## config.mk

```make
export PLATFORM = sky130hd
export DESIGN_NAME = mmc1_gen
export DESIGN_NICKNAME = d
export VERILOG_FILES = /design/src/rtl/mmc1_gen_pkg.sv /design/src/rtl/mmc1_gen_serial.sv /design/src/rtl/mmc1_gen.sv
export SDC_FILE = /design/constraint.sdc
export NUM_CORES = 1
export LEC_CHECK = 0
export ABC_AREA = 1
export BUFFER_PORTS_ARGS = -buffer_cell sky130_fd_sc_hd__buf_4
export CORE_MARGIN = 4
export CORE_UTILIZATION = 37
export DETAILED_ROUTE_END_ITERATION = 8
export GPL_ROUTABILITY_DRIVEN = 0
export PLACE_DENSITY = 0.68
export SLEW_MARGIN = 20
export SYNTH_ARGS = -nofsm -noshare
export SYNTH_HDL_FRONTEND = slang
export SYNTH_SLANG_ARGS = --single-unit
```

## constraint.sdc

```tcl
create_clock -name M2 -period 2.55 [get_ports M2]
set_input_delay 0.1275 -clock M2 [delete_from_list [all_inputs] [get_ports M2]]
set_output_delay 0.1275 -clock M2 [all_outputs]
set_load 0.01 [all_outputs]
```

## src/rtl/mmc1_gen_pkg.sv

```systemverilog
// mmc1_gen_pkg: shared constants for the MMC1-class mapper.
//   - register index values carried by the serial loader's load strobe
//   - nametable mirroring encoding held in control[1:0]
//   - control reset value and PRG banking mode encodings held in control[3:2]
package mmc1_gen_pkg;

    // Register select, taken from {CPU_A14, CPU_A13} on the fifth serial write
    localparam logic [1:0] REG_CTRL = 2'd0;
    localparam logic [1:0] REG_CHR0 = 2'd1;
    localparam logic [1:0] REG_CHR1 = 2'd2;
    localparam logic [1:0] REG_PRG  = 2'd3;

    typedef enum logic [1:0] {
        MirrOneA = 2'd0,
        MirrOneB = 2'd1,
        MirrVert = 2'd2,
        MirrHorz = 2'd3
    } mirr_e;

    // PRG mode 3 (fixed last bank at $C000), everything else cleared
    localparam logic [4:0] CTRL_RST = 5'h0C;

    localparam logic [1:0] PRG_MODE_32K_0  = 2'd0;
    localparam logic [1:0] PRG_MODE_32K_1  = 2'd1;
    localparam logic [1:0] PRG_MODE_FIX_LO = 2'd2;
    localparam logic [1:0] PRG_MODE_FIX_HI = 2'd3;

endpackage

```

## src/rtl/mmc1_gen_serial.sv

```systemverilog
// mmc1_gen_serial: 5-bit serial loader of the MMC1 mapper.
//   clk_i, rst_i       clock (M2) and synchronous active-high reset
//   wr_i               write cycle to $8000-$FFFF on this edge
//   d7_i, d0_i         reset bit and serial data bit
//   sel_i              {CPU_A14, CPU_A13}, target register of a completed load
//   load_o             one-cycle strobe: data_o goes into register idx_o at this edge
//   reset_wr_o         reset write (D7=1) at this edge
//   idx_o, data_o      target register and the 5-bit value to load
module mmc1_gen_serial
    import mmc1_gen_pkg::*;
#(
    parameter int WRITE_FILTER = 1
) (
    input  logic       clk_i,
    input  logic       rst_i,
    input  logic       wr_i,
    input  logic       d7_i,
    input  logic       d0_i,
    input  logic [1:0] sel_i,
    output logic       load_o,
    output logic       reset_wr_o,
    output logic [1:0] idx_o,
    output logic [4:0] data_o
);

    logic [4:0] shift_q, shift_d;
    logic [2:0] count_q, count_d;
    logic       filt_q,  filt_d;
    logic       accept;

    assign data_o = {d0_i, shift_q[4:1]};
    assign idx_o  = sel_i;

    // A serial write directly after any write cycle (e.g. the dummy write of
    // a CPU read-modify-write) is dropped when filtering is enabled.
    assign accept = wr_i && !d7_i && !((WRITE_FILTER != 0) && filt_q);

    always_comb begin
        shift_d    = shift_q;
        count_d    = count_q;
        filt_d     = wr_i;
        load_o     = 1'b0;
        reset_wr_o = 1'b0;
        if (wr_i && d7_i) begin
            reset_wr_o = 1'b1;
            shift_d    = 5'h00;
            count_d    = 3'd0;
        end else if (accept) begin
            if (count_q == 3'd4) begin
                load_o  = 1'b1;
                shift_d = 5'h00;
                count_d = 3'd0;
            end else begin
                shift_d = data_o;
                count_d = count_q + 3'd1;
            end
        end
    end

    always_ff @(posedge clk_i) begin
        if (rst_i) begin
            shift_q <= 5'h00;
            count_q <= 3'd0;
            filt_q  <= 1'b0;
        end else begin
            shift_q <= shift_d;
            count_q <= count_d;
            filt_q  <= filt_d;
        end
    end

endmodule

```

## src/rtl/mmc1_gen.sv

```systemverilog
// mmc1_gen: MMC1-class NES mapper with configurable PRG/CHR width.
//   M2, RST                    clock (one edge per CPU cycle), sync active-high reset
//   nROMSEL, CPU_RnW           CPU ROM select (low active) and read/write
//   CPU_A14, CPU_A13           register / window select
//   CPU_D7, CPU_D0             reset bit / serial data bit
//   PPU_A12..PPU_A10           PPU address bits for CHR banking and mirroring
//   PRG_A, PRG_nCE, SRAM_CE    PRG ROM upper address, ROM enable, PRG-RAM enable
//   CHR_A, CIRAM_A10           CHR upper address, nametable select
module mmc1_gen
    import mmc1_gen_pkg::*;
#(
    parameter int PRG_AW       = 18,
    parameter int CHR_AW       = 17,
    parameter int WRITE_FILTER = 1,
    parameter int RAM_DIS_EN   = 1
) (
    input  logic              M2,
    input  logic              RST,
    input  logic              nROMSEL,
    input  logic              CPU_RnW,
    input  logic              CPU_A14,
    input  logic              CPU_A13,
    input  logic              CPU_D7,
    input  logic              CPU_D0,
    input  logic              PPU_A12,
    input  logic              PPU_A11,
    input  logic              PPU_A10,
    output logic [PRG_AW-15:0] PRG_A,
    output logic              PRG_nCE,
    output logic              SRAM_CE,
    output logic [CHR_AW-13:0] CHR_A,
    output logic              CIRAM_A10
);

    logic [4:0] ctrl_q, ctrl_d;
    logic [4:0] chr0_q, chr0_d;
    logic [4:0] chr1_q, chr1_d;
    logic [4:0] prg_q,  prg_d;

    logic       load;
    logic       reset_wr;
    logic [1:0] idx;
    logic [4:0] data;

    mmc1_gen_serial #(
        .WRITE_FILTER (WRITE_FILTER)
    ) u_serial (
        .clk_i      (M2),
        .rst_i      (RST),
        .wr_i       (!nROMSEL && !CPU_RnW),
        .d7_i       (CPU_D7),
        .d0_i       (CPU_D0),
        .sel_i      ({CPU_A14, CPU_A13}),
        .load_o     (load),
        .reset_wr_o (reset_wr),
        .idx_o      (idx),
        .data_o     (data)
    );

    always_comb begin
        ctrl_d = ctrl_q;
        chr0_d = chr0_q;
        chr1_d = chr1_q;
        prg_d  = prg_q;
        if (reset_wr) begin
            ctrl_d[3:2] = 2'b11;
        end
        if (load) begin
            unique case (idx)
                REG_CTRL: ctrl_d = data;
                REG_CHR0: chr0_d = data;
                REG_CHR1: chr1_d = data;
                REG_PRG:  prg_d  = data;
            endcase
        end
    end

    always_ff @(posedge M2) begin
        if (RST) begin
            ctrl_q <= CTRL_RST;
            chr0_q <= 5'h00;
            chr1_q <= 5'h00;
            prg_q  <= 5'h00;
        end else begin
            ctrl_q <= ctrl_d;
            chr0_q <= chr0_d;
            chr1_q <= chr1_d;
            prg_q  <= prg_d;
        end
    end

    // PRG banking: 16K bank number in the low four bits, outer 256K select on top
    logic [3:0] prg_lo;
    logic       prg_outer;
    logic [4:0] prg_full;
    logic [4:0] chr_full;

    always_comb begin
        prg_lo = 4'h0;
        case (ctrl_q[3:2])
            PRG_MODE_FIX_LO: prg_lo = CPU_A14 ? prg_q[3:0] : 4'h0;
            PRG_MODE_FIX_HI: prg_lo = CPU_A14 ? 4'hF : prg_q[3:0];
            default:         prg_lo = {prg_q[3:1], CPU_A14};
        endcase
    end

    // SUROM-style outer bank follows whichever CHR register is currently selected
    assign prg_outer = (ctrl_q[4] && PPU_A12) ? chr1_q[4] : chr0_q[4];
    assign prg_full  = {prg_outer, prg_lo};

    assign chr_full = ctrl_q[4] ? (PPU_A12 ? chr1_q : chr0_q) : {chr0_q[4:1], PPU_A12};

    always_comb begin
        CIRAM_A10 = 1'b0;
        unique case (mirr_e'(ctrl_q[1:0]))
            MirrOneA: CIRAM_A10 = 1'b0;
            MirrOneB: CIRAM_A10 = 1'b1;
            MirrVert: CIRAM_A10 = PPU_A10;
            MirrHorz: CIRAM_A10 = PPU_A11;
        endcase
    end

    // Upper bits beyond the configured widths are intentionally dropped
    logic unused_bits;
    assign unused_bits = ^{prg_full, chr_full};

    assign PRG_A   = prg_full[PRG_AW-15:0];
    assign CHR_A   = chr_full[CHR_AW-13:0];
    assign PRG_nCE = nROMSEL | ~CPU_RnW;
    assign SRAM_CE = nROMSEL & CPU_A14 & CPU_A13 & ~((RAM_DIS_EN != 0) & prg_q[4]);

endmodule

```

==> impl_metrics.toml, run 1 <==
[routing]
routedWlPerCell_um = 10.32
wl_mm = 2.734
first_iter_violations = 48
firstDrtPassIters = 4
drt.antenna.violating_nets = 0
viasPerCell = 4.506
vias = 1194
drc = 0

[cts]
ctsResizeCount = 0
cts_root_buf = "clkbuf_8"
cts.reportedPaths.clkPinSlew_ps = 100
clk_latency_ps = 280
numCtsBuffers = 3
holdBufCountCts = 0
cts_setup_buffers = 0
cts_buffer_depth = 2
h-tree-depth = 1
clock-sinks = 28
cts_tree = "done"

[floorplan]
die_area_mm2 = 0.004890
rows = 22
die_h_um = 69.93
dieWidth_um = 69.93
io_pins = 23
core_area_mm2 = 0.003689
initial_core_util = 0.3847

[worst_setup_path]
critPathLaunchType = "flip-flop"
crit_arrival_ps = 1300
required_ps = 2420
path_class = "flip-flop to output pin"
worstPathMaxFanout = 5
end_kind = "output pin"

[min_path]
hold_class = "input pin to flip-flop"

[logic_synthesis]
avgSynthCellArea_um2 = 7.276
yosysTopAreaCell = "dfxtp_1"
ys_seq_area_frac = 0.3951
synth_async_sr_flop_share = 0
synth_flop_cell = "dfxtp_1"
syn_inst = 195
synth_edf_count = 0
synth.distinct_cells = 21
syn_area_mm2 = 0.001419
synth_fp_nets = 208
synth.top_cells.by_area = "dfxtp_1 40%, nor2_1 12%, nand2_1 9.5%"
synth_seq_cells = 28
yosys_warnings = 0
synth_top_area_share = 0.3951

[pwr]
swShare = 0.2202
combPwrFrac = 0.098
p_leak_uw = 0.0007964
clockPowerShare = 0.396
peakVddDrop_uv = 307.7
p_seq_frac = 0.507
p_int_uw = 685.1
p_sw_uw = 193.5
p_per_area_mw_per_mm2 = 521.3

[outcome]
violations = "hold timing"
outcome = "finished, violations left"

[timing]
fin_hold_ws_ps = -2.830
rsz0062_at_grt = "false"
slew_viol_final = 0
finalSetupTns_ps = 0
max_freq_mhz = 698.3
setup_violations = 0
relSlewSlack = 0.5996
min_period_over_period = 0.5616
finalHoldViolCount = 1
fin_skew_ps = 11.60
fin_crit_ps = 1432
tightestPinTransition_ps = 600.0

[cells_and_area]
n_fill_cell = 403
antennaDiodeCount = 0
layout-drive-gt1-share = 0.2074
syn_to_final_growth_pct = 18.78
final_nets = 231
instances_no_fill = 265

[flow_run]
cap_violations = 0

[global_route]
first_global_vias = 1081
grt.total_usage = 0.1146
grt.overflow.total = 0
grt_max_degree = 22
grt_antenna_before_repair = 0
grt_pass1_wl_mm = 4.629

[place]
dp.cells = 261
port_buffers = 22
dp.final_hpwl_mm = 2.094
==> cells in the final DEF (no fill, tap or decap), drive strengths merged <==
| cell | synthesis | final |
|---|---|---|
| mux2 | 4 | 4 |
| dfxtp | 28 | 28 |
| nor2 | 54 | 54 |
| bufinv | 0 | 1 |
| xor2 | 2 | 2 |
| clkbuf | 0 | 3 |
| nor3 | 3 | 3 |
| nand2 | 38 | 38 |
| o21bai | 2 | 2 |
| ha | 2 | 2 |
| a21oi | 2 | 2 |
| o21ai | 9 | 9 |
| buf | 4 | 22 |
| inv | 23 | 23 |
| nand3 | 24 | 24 |
==> logic make-up (layout without fill, tap and decap cells) <==
group | count (synthesis) | after routing | synth area share
buffers and inverters | 27 | 49 | 0.08201
muxes | 4 | 4 | 0.03174
DFF | 28 | 28 | 0.3951
AOI/OAI and AO/OA | 13 | 13 | 0.04938
xor gates and xnor gates | 2 | 2 | 0.01235
and+or+nand+nor | 119 | 119 | 0.4118
adders and majority gates | 2 | 2 | 0.01763
==> path summary, 6_finish.rpt <==
kind                                     startpoint             endpoint  slack (ps)  cells after the start
worst max register to register  u_serial.count_q[0]  u_serial.shift_q[2]        1170                      7
worst max-delay path                      ctrl_q[4]             CHR_A[3]        1120                      3
worst min register to register             prg_q[2]             prg_q[2]         480                      2
worst min-delay path                            RST      u_serial.filt_q          -3                      2
==> registers in the layout (all words and copies together), names as in the netlist <==
signal	flops
u_serial.count_q	3
ctrl_q	5
chr1_q	5
prg_q	5
chr0_q	5
u_serial.filt_q	1
u_serial.shift_q	4
==> per-layer routing <==
metal,track usage,up-vias,share of wire
li1,-,650,-
met1,0.1536,514,0.49
met2,0.1805,24,0.45
met3,0.02878,6,0.040
met4,0.03617,0,0.015
met5,0,-,0
==> worst max-delay path, cell delays in order, from the launching register on <==
cell	delay (ps)
dfxtp_1	330
nand2_1	190
mux2_2	370
buf_4	140
==> through the flow <==
| step | total power [µW] | util | hold slack, ps | setup WS (ps) | instance area, µm² |
|---|---|---|---|---|---|
| after floorplan | 507.0 | - | 198.6 | 1336 | 1419 |
| after CTS | 886.7 | 0.4569 | 0.1237 | 1091 | 1685 |
| after global placement | 540.4 | 0.4376 | 298.7 | 1246 | 1614 |
| final | 878.6 | 0.4569 | -2.830 | 1118 | 1685 |
| after detailed placement | 541.7 | 0.4376 | 302.1 | 1184 | 1614 |
| after global routing | 914.4 | 0.4569 | 0.7415 | 1035 | 1685 |
==> synth_stat cells (2+ instances only) <==
cell type   n
ha_1        2
inv_1      21
mux2_2      4
nor2_4      8
nand2_1    36
inv_2       2
nand3_1    22
a21oi_1     2
buf_2       3
dfxtp_1    28
o21bai_1    2
o21ai_0     9
xor2_1      2
nor2_1     45
nor3_1      3
==> area by class of cell <==
cell class / instances / area [µm²] / share of cell area
Clock buffer: 3 / 41.29 / 0.02450
Multi-Input combinational cell: 140 / 742.0 / 0.4402
Clock inverter: 1 / 30.03 / 0.01782
Sequential cell: 28 / 560.5 / 0.3326
Tap cell: 48 / 60.06 / 0.03563
Inverter: 23 / 86.33 / 0.05122
Timing Repair Buffer: 22 / 165.2 / 0.09800
==> power by group through the flow <==
stage,registers [µW],clock network [µW],logic (µW)
floorplan,454,0,52.5
global placement,455,0,85.2
detailed placement,455,0,86.3
CTS,445,355,86.7
global route,446,372,96.2
finish,445,348,85.9
(Power assumes the default switching activity.)
==> run 2, diff against run 1 <==
clock period = 1.4 ns   (was 2.55 ns; I/O delays follow)
==> run 2 against run 1 <==
The flow now finishes without violations. Die area did not move. Clock power rose by 84%. Combinational power rose by 93%. Largest cell class unchanged.
==> impl_metrics.toml, run 2 (synthesis results as in run 1) <==
[worst_setup_path]
end_kind = "output pin"
cp-endpoint = "CHR_A[3]"
critPathLaunchType = "flip-flop"
path_class = "flip-flop to output pin"
reg2reg_slack_ps = 110
worstPathMaxFanout = 5
required_ps = 1330
worstReg2RegEnd = "chr1_q[2]"
regToRegStartpoint = "u_serial.count_q[0]"
ff2ff_path_depth = 8
startpoint = "ctrl_q[4]"
crit_arrival_ps = 1250

[cts]
cts_tree = "done"
clock-sinks = 28
h-tree-depth = 1
cts_buffer_depth = 2
clk_latency_ps = 280
cts_setup_buffers = 0
numCtsBuffers = 3
cts_root_buf = "clkbuf_8"
cts.reportedPaths.clkPinSlew_ps = 100

[global_route]
first_global_vias = 1106
grt.total_usage = 0.1241
grt.overflow.total = 0
grt_max_degree = 21
grt_pass1_wl_mm = 5.009
grt_antenna_before_repair = 0

[timing]
slew_viol_final = 0
relSlewSlack = 0.8041
finalHoldViolCount = 0
rsz0062_at_grt = "false"
fin_skew_ps = 3.096
fin_hold_ws_ps = 56.85
max_freq_mhz = 760.0
setup_ws_ps = 84.17
setup_violations = 0
fin_crit_ps = 1316
min_period_over_period = 0.9399
tightestPinTransition_ps = 292.8
finalSetupTns_ps = 0

[cells_and_area]
syn_to_final_growth_pct = 22.31
antennaDiodeCount = 0
final_nets = 234
layout-drive-gt1-share = 0.2273
layout_commonest_cell = "nor2_1"
final_cell_mix = "45 x nor2_1, 35 x nand2_1, 27 x dfxtp_1"
stdcell_area_mm2 = 0.001735

[pwr]
p_leak_uw = 0.0008139
peakVddDrop_uv = 578.5
p_per_area_mw_per_mm2 = 931.5

[place]
detailedPlace.worstSlack_ps = 47.03
dp.final_hpwl_mm = 2.092
port_buffers = 22
placed_cell_area_mm2 = 0.001622

[outcome]
outcome = "completed"

[floorplan]
initial_core_util = 0.3847
rows = 22
core_area_mm2 = 0.003689
dieWidth_um = 69.93
die_area_mm2 = 0.004890
io_pins = 23
die_h_um = 69.93

[routing]
wl_mm = 2.809
drt.antenna.violating_nets = 0
routedWlPerCell_um = 10.48
viasPerCell = 4.519
vias = 1211
firstDrtPassIters = 4
drc = 0
first_iter_violations = 60

[min_path]
holdPathStages = 3
min-delay-start = "CPU_D0"
hold_class = "input pin to flip-flop"

[flow_run]
cap_violations = 0
## run 2: changes by cell type in the layout (fill, tap and decap cells not counted), sizes merged
cell	before	now
buf	22	23
dlygate4sd3	0	2
## run 2: worst max-delay path: stages, from the launching register on
cell     delay [ps]
dfxtp_1         350
nand2_2         130
mux2_2          350
buf_4           140
## run 2: routing by layer
| metal | track usage | up-vias | share of wire |
|---|---|---|---|
| li1 | - | 659 | - |
| met1 | 0.1639 | 522 | 0.47 |
| met2 | 0.1973 | 26 | 0.48 |
| met3 | 0.02302 | 4 | 0.038 |
| met4 | 0.05319 | 0 | 0.016 |
| met5 | 0 | - | 0 |
## run 2: worst min path at each step
stage | to
after floorplan | u_serial.filt_q
after global placement | u_serial.filt_q
after detailed placement | u_serial.filt_q
after CTS | u_serial.shift_q[4]
after global routing | u_serial.shift_q[4]
final | u_serial.shift_q[4]
## run 2: final cells by class
type / count / area, µm²
clock buffer: 3 / 41.29
clock inverter: 1 / 30.03
fill: 396 / 1953
inverter: 23 / 86.33
multi-input combinational: 140 / 763.2
sequential: 28 / 561.8
tap: 48 / 60.06
timing repair buffer: 25 / 192.7
## run 2: per-stage QoR
step                      instances  power, µW  utilization
after CTS                       268       1635       0.4651
after global routing            268       1690       0.4705
after detailed placement        262      988.7       0.4396
final                           268       1617       0.4705
after floorplan                 195      923.5            -
after global placement          262      986.3       0.4396
## run 2: repair_timing
item / in CTS / in global routing
hold buffers: 2 / 0
endpoints found under the setup margin: 2 / 15
resized for setup: 1 / 5
pin swaps: 0 / 3
endpoints found under the hold margin: 1 / 0
## run 2: where the power goes
group | total (µW) | internal, µW | switching, µW
combinational | 166 | 67.1 | 99.4
sequential | 811 | 805 | 6.05
clock | 639 | 383 | 256
==> run 3, diff against run 2 <==
CELL_PAD_IN_SITES_DETAIL_PLACEMENT = 0   (was not set)
CELL_PAD_IN_SITES_GLOBAL_PLACEMENT = 1   (was not set)
PLACE_DENSITY = 0.85   (was 0.68)
SLEW_MARGIN = not set   (was 20)
==> run 3 against run 2 <==
Cell count is 0.37% higher. Clock power is 22% lower. Critical path depth stayed put. Sequential power hardly changed. Utilization is 0.068 points higher. Worst setup slack better by 20 ps. Hold slack better by 17 ps. Maximum frequency is 1.6% higher. Register-to-register slack hardly changed. Non-clock buffer count is 1 higher. Global-route usage is 0.45 points lower. Largest cell class unchanged.
==> impl_metrics.toml, run 3 (synthesis results as in run 1) <==
[cells_and_area]
instances_no_fill = 269
stdcell_area_mm2 = 0.001738
syn_to_final_growth_pct = 22.49
antennaDiodeCount = 0
final_nets = 235
final_cell_mix = "45 x nor2_1, 35 x nand2_1, 27 x dfxtp_1"
layout_commonest_cell = "nor2_1"
layout-drive-gt1-share = 0.2353

[timing]
relSlewSlack = 0.7938
finalHoldViolCount = 0
rsz0062_at_grt = "false"
slew_viol_final = 0
max_freq_mhz = 772.0
fin_skew_ps = 1.742
setup_violations = 0
fin_crit_ps = 1295
setup_ws_ps = 104.6
finalSetupTns_ps = 0
tightestPinTransition_ps = 308.1
min_period_over_period = 0.9253

[global_route]
grt_pass1_wl_mm = 4.774
grt_max_degree = 20
grt.total_usage = 0.1196
first_global_vias = 1086
grt.overflow.total = 0
grt_antenna_before_repair = 0

[pwr]
p_seq_frac = 0.548
p_leak_uw = 0.0008159
combPwrFrac = 0.116
clockPowerShare = 0.336
p_sw_uw = 351.7
p_per_area_mw_per_mm2 = 850.9
p_int_uw = 1127
peakVddDrop_uv = 614.3
swShare = 0.2378

[place]
detailedPlace.worstSlack_ps = 58.87
placed_cell_area_mm2 = 0.001622
dp.cells = 262
port_buffers = 22
dp.final_hpwl_mm = 2.139

[floorplan]
die_area_mm2 = 0.004890
core_area_mm2 = 0.003689
initial_core_util = 0.3847
die_h_um = 69.93
io_pins = 23
dieWidth_um = 69.93
rows = 22

[routing]
wl_mm = 2.761
drt.antenna.violating_nets = 0
viasPerCell = 4.476
routedWlPerCell_um = 10.26
firstDrtPassIters = 4
drc = 0
vias = 1204
first_iter_violations = 61

[cts]
cts.reportedPaths.clkPinSlew_ps = 90
cts_buffer_depth = 2
clock-sinks = 28
numCtsBuffers = 3
cts_tree = "done"
h-tree-depth = 1
clk_latency_ps = 270
cts_root_buf = "clkbuf_8"

[worst_setup_path]
crit_arrival_ps = 1230
slowest_delay_ps = 340
required_ps = 1330
cp_top_family = "flip-flops"
crit_slowest_cell = "dfxtp_1"
critPathBufInv = 1
worstPathMaxFanout = 5
end_kind = "output pin"
critPathLaunchType = "flip-flop"
crit_chain = "nand2_2 > mux2_2 > buf_4"
path_class = "flip-flop to output pin"

[flow_run]
cap_violations = 0

[outcome]
outcome = "completed"

[min_path]
hold_class = "input pin to flip-flop"
==> run 3: cell types whose count changed in the layout (fill, tap and decap cells not counted) <==
| cell | previous run | this run |
|---|---|---|
| buf_4 | 23 | 24 |
| nand2_2 | 2 | 1 |
| nor3_4 | 1 | 0 |
| bufinv_16 | 1 | 0 |
| ha_4 | 0 | 1 |
| nor3_2 | 0 | 1 |
| nand2_4 | 1 | 2 |
| ha_1 | 2 | 1 |
| clkbuf_8 | 3 | 4 |
==> run 3: routing by layer <==
metal  wire (µm)  up-vias  share of wire  track usage
li1            -      658              -            -
met1        1320      524           0.48       0.1514
met2        1284       17           0.47       0.1941
met3         112        5          0.041      0.03165
met4          44        0          0.016      0.04468
met5           0        -              0            0
==> run 3: repair_timing <==
item / CTS / global route
resized for setup: 0 / 8
hold endpoints to repair: 1 / 0
hold buffers: 2 / 0
setup buffers: 0 / 1
endpoints found under the setup margin: 0 / 28
==> run 3: metrics by stage <==
step / hold WS [ps] / utilization / power, µW
4_1_cts: 71.34 / 0.4600 / 1485
2_1_floorplan: 141.1 / - / 923.5
3_5_place_dp: 243.2 / 0.4396 / 990.3
3_3_place_gp: 239.7 / 0.4396 / 989.2
6_report: 74.08 / 0.4712 / 1479
5_1_grt: 109.4 / 0.4712 / 1546
==> run 3: worst reg2reg max path, stage by stage, from the launching register on <==
cell	delay, ps
dfxtp_1	330
inv_1	110
ha_4	150
nand2_4	60
inv_2	70
nand3_4	130
buf_4	180
nand3_4	80
nor2_1	60
==> run 3: path summary, 6_finish.rpt <==
kind                       start             endpoint  slack [ps]  cells past startpoint
max reg2reg  u_serial.count_q[1]  u_serial.count_q[0]         120                      8
max                    ctrl_q[4]             CHR_A[3]         100                      3
min reg2reg            chr0_q[0]            chr0_q[0]         480                      2
min                       CPU_D0  u_serial.shift_q[4]          70                      3
==> run 3: area by class of cell <==
| type | instances | area, µm² |
|---|---|---|
| Clock buffer | 4 | 55.05 |
| Fill cell | 383 | 1951 |
| Inverter | 23 | 86.33 |
| Multi-Input combinational cell | 140 | 774.5 |
| Sequential cell | 28 | 561.8 |
| Tap cell | 48 | 60.06 |
| Timing Repair Buffer | 26 | 200.2 |
==> run 3: power by group through the flow <==
stage	logic [µW]	registers, µW	clock network, µW
final	171	811	497
after global routing	193	812	541
after CTS	165	811	509
after detailed placement	161	830	0
after global placement	160	829	0
after floorplan	95.6	828	0
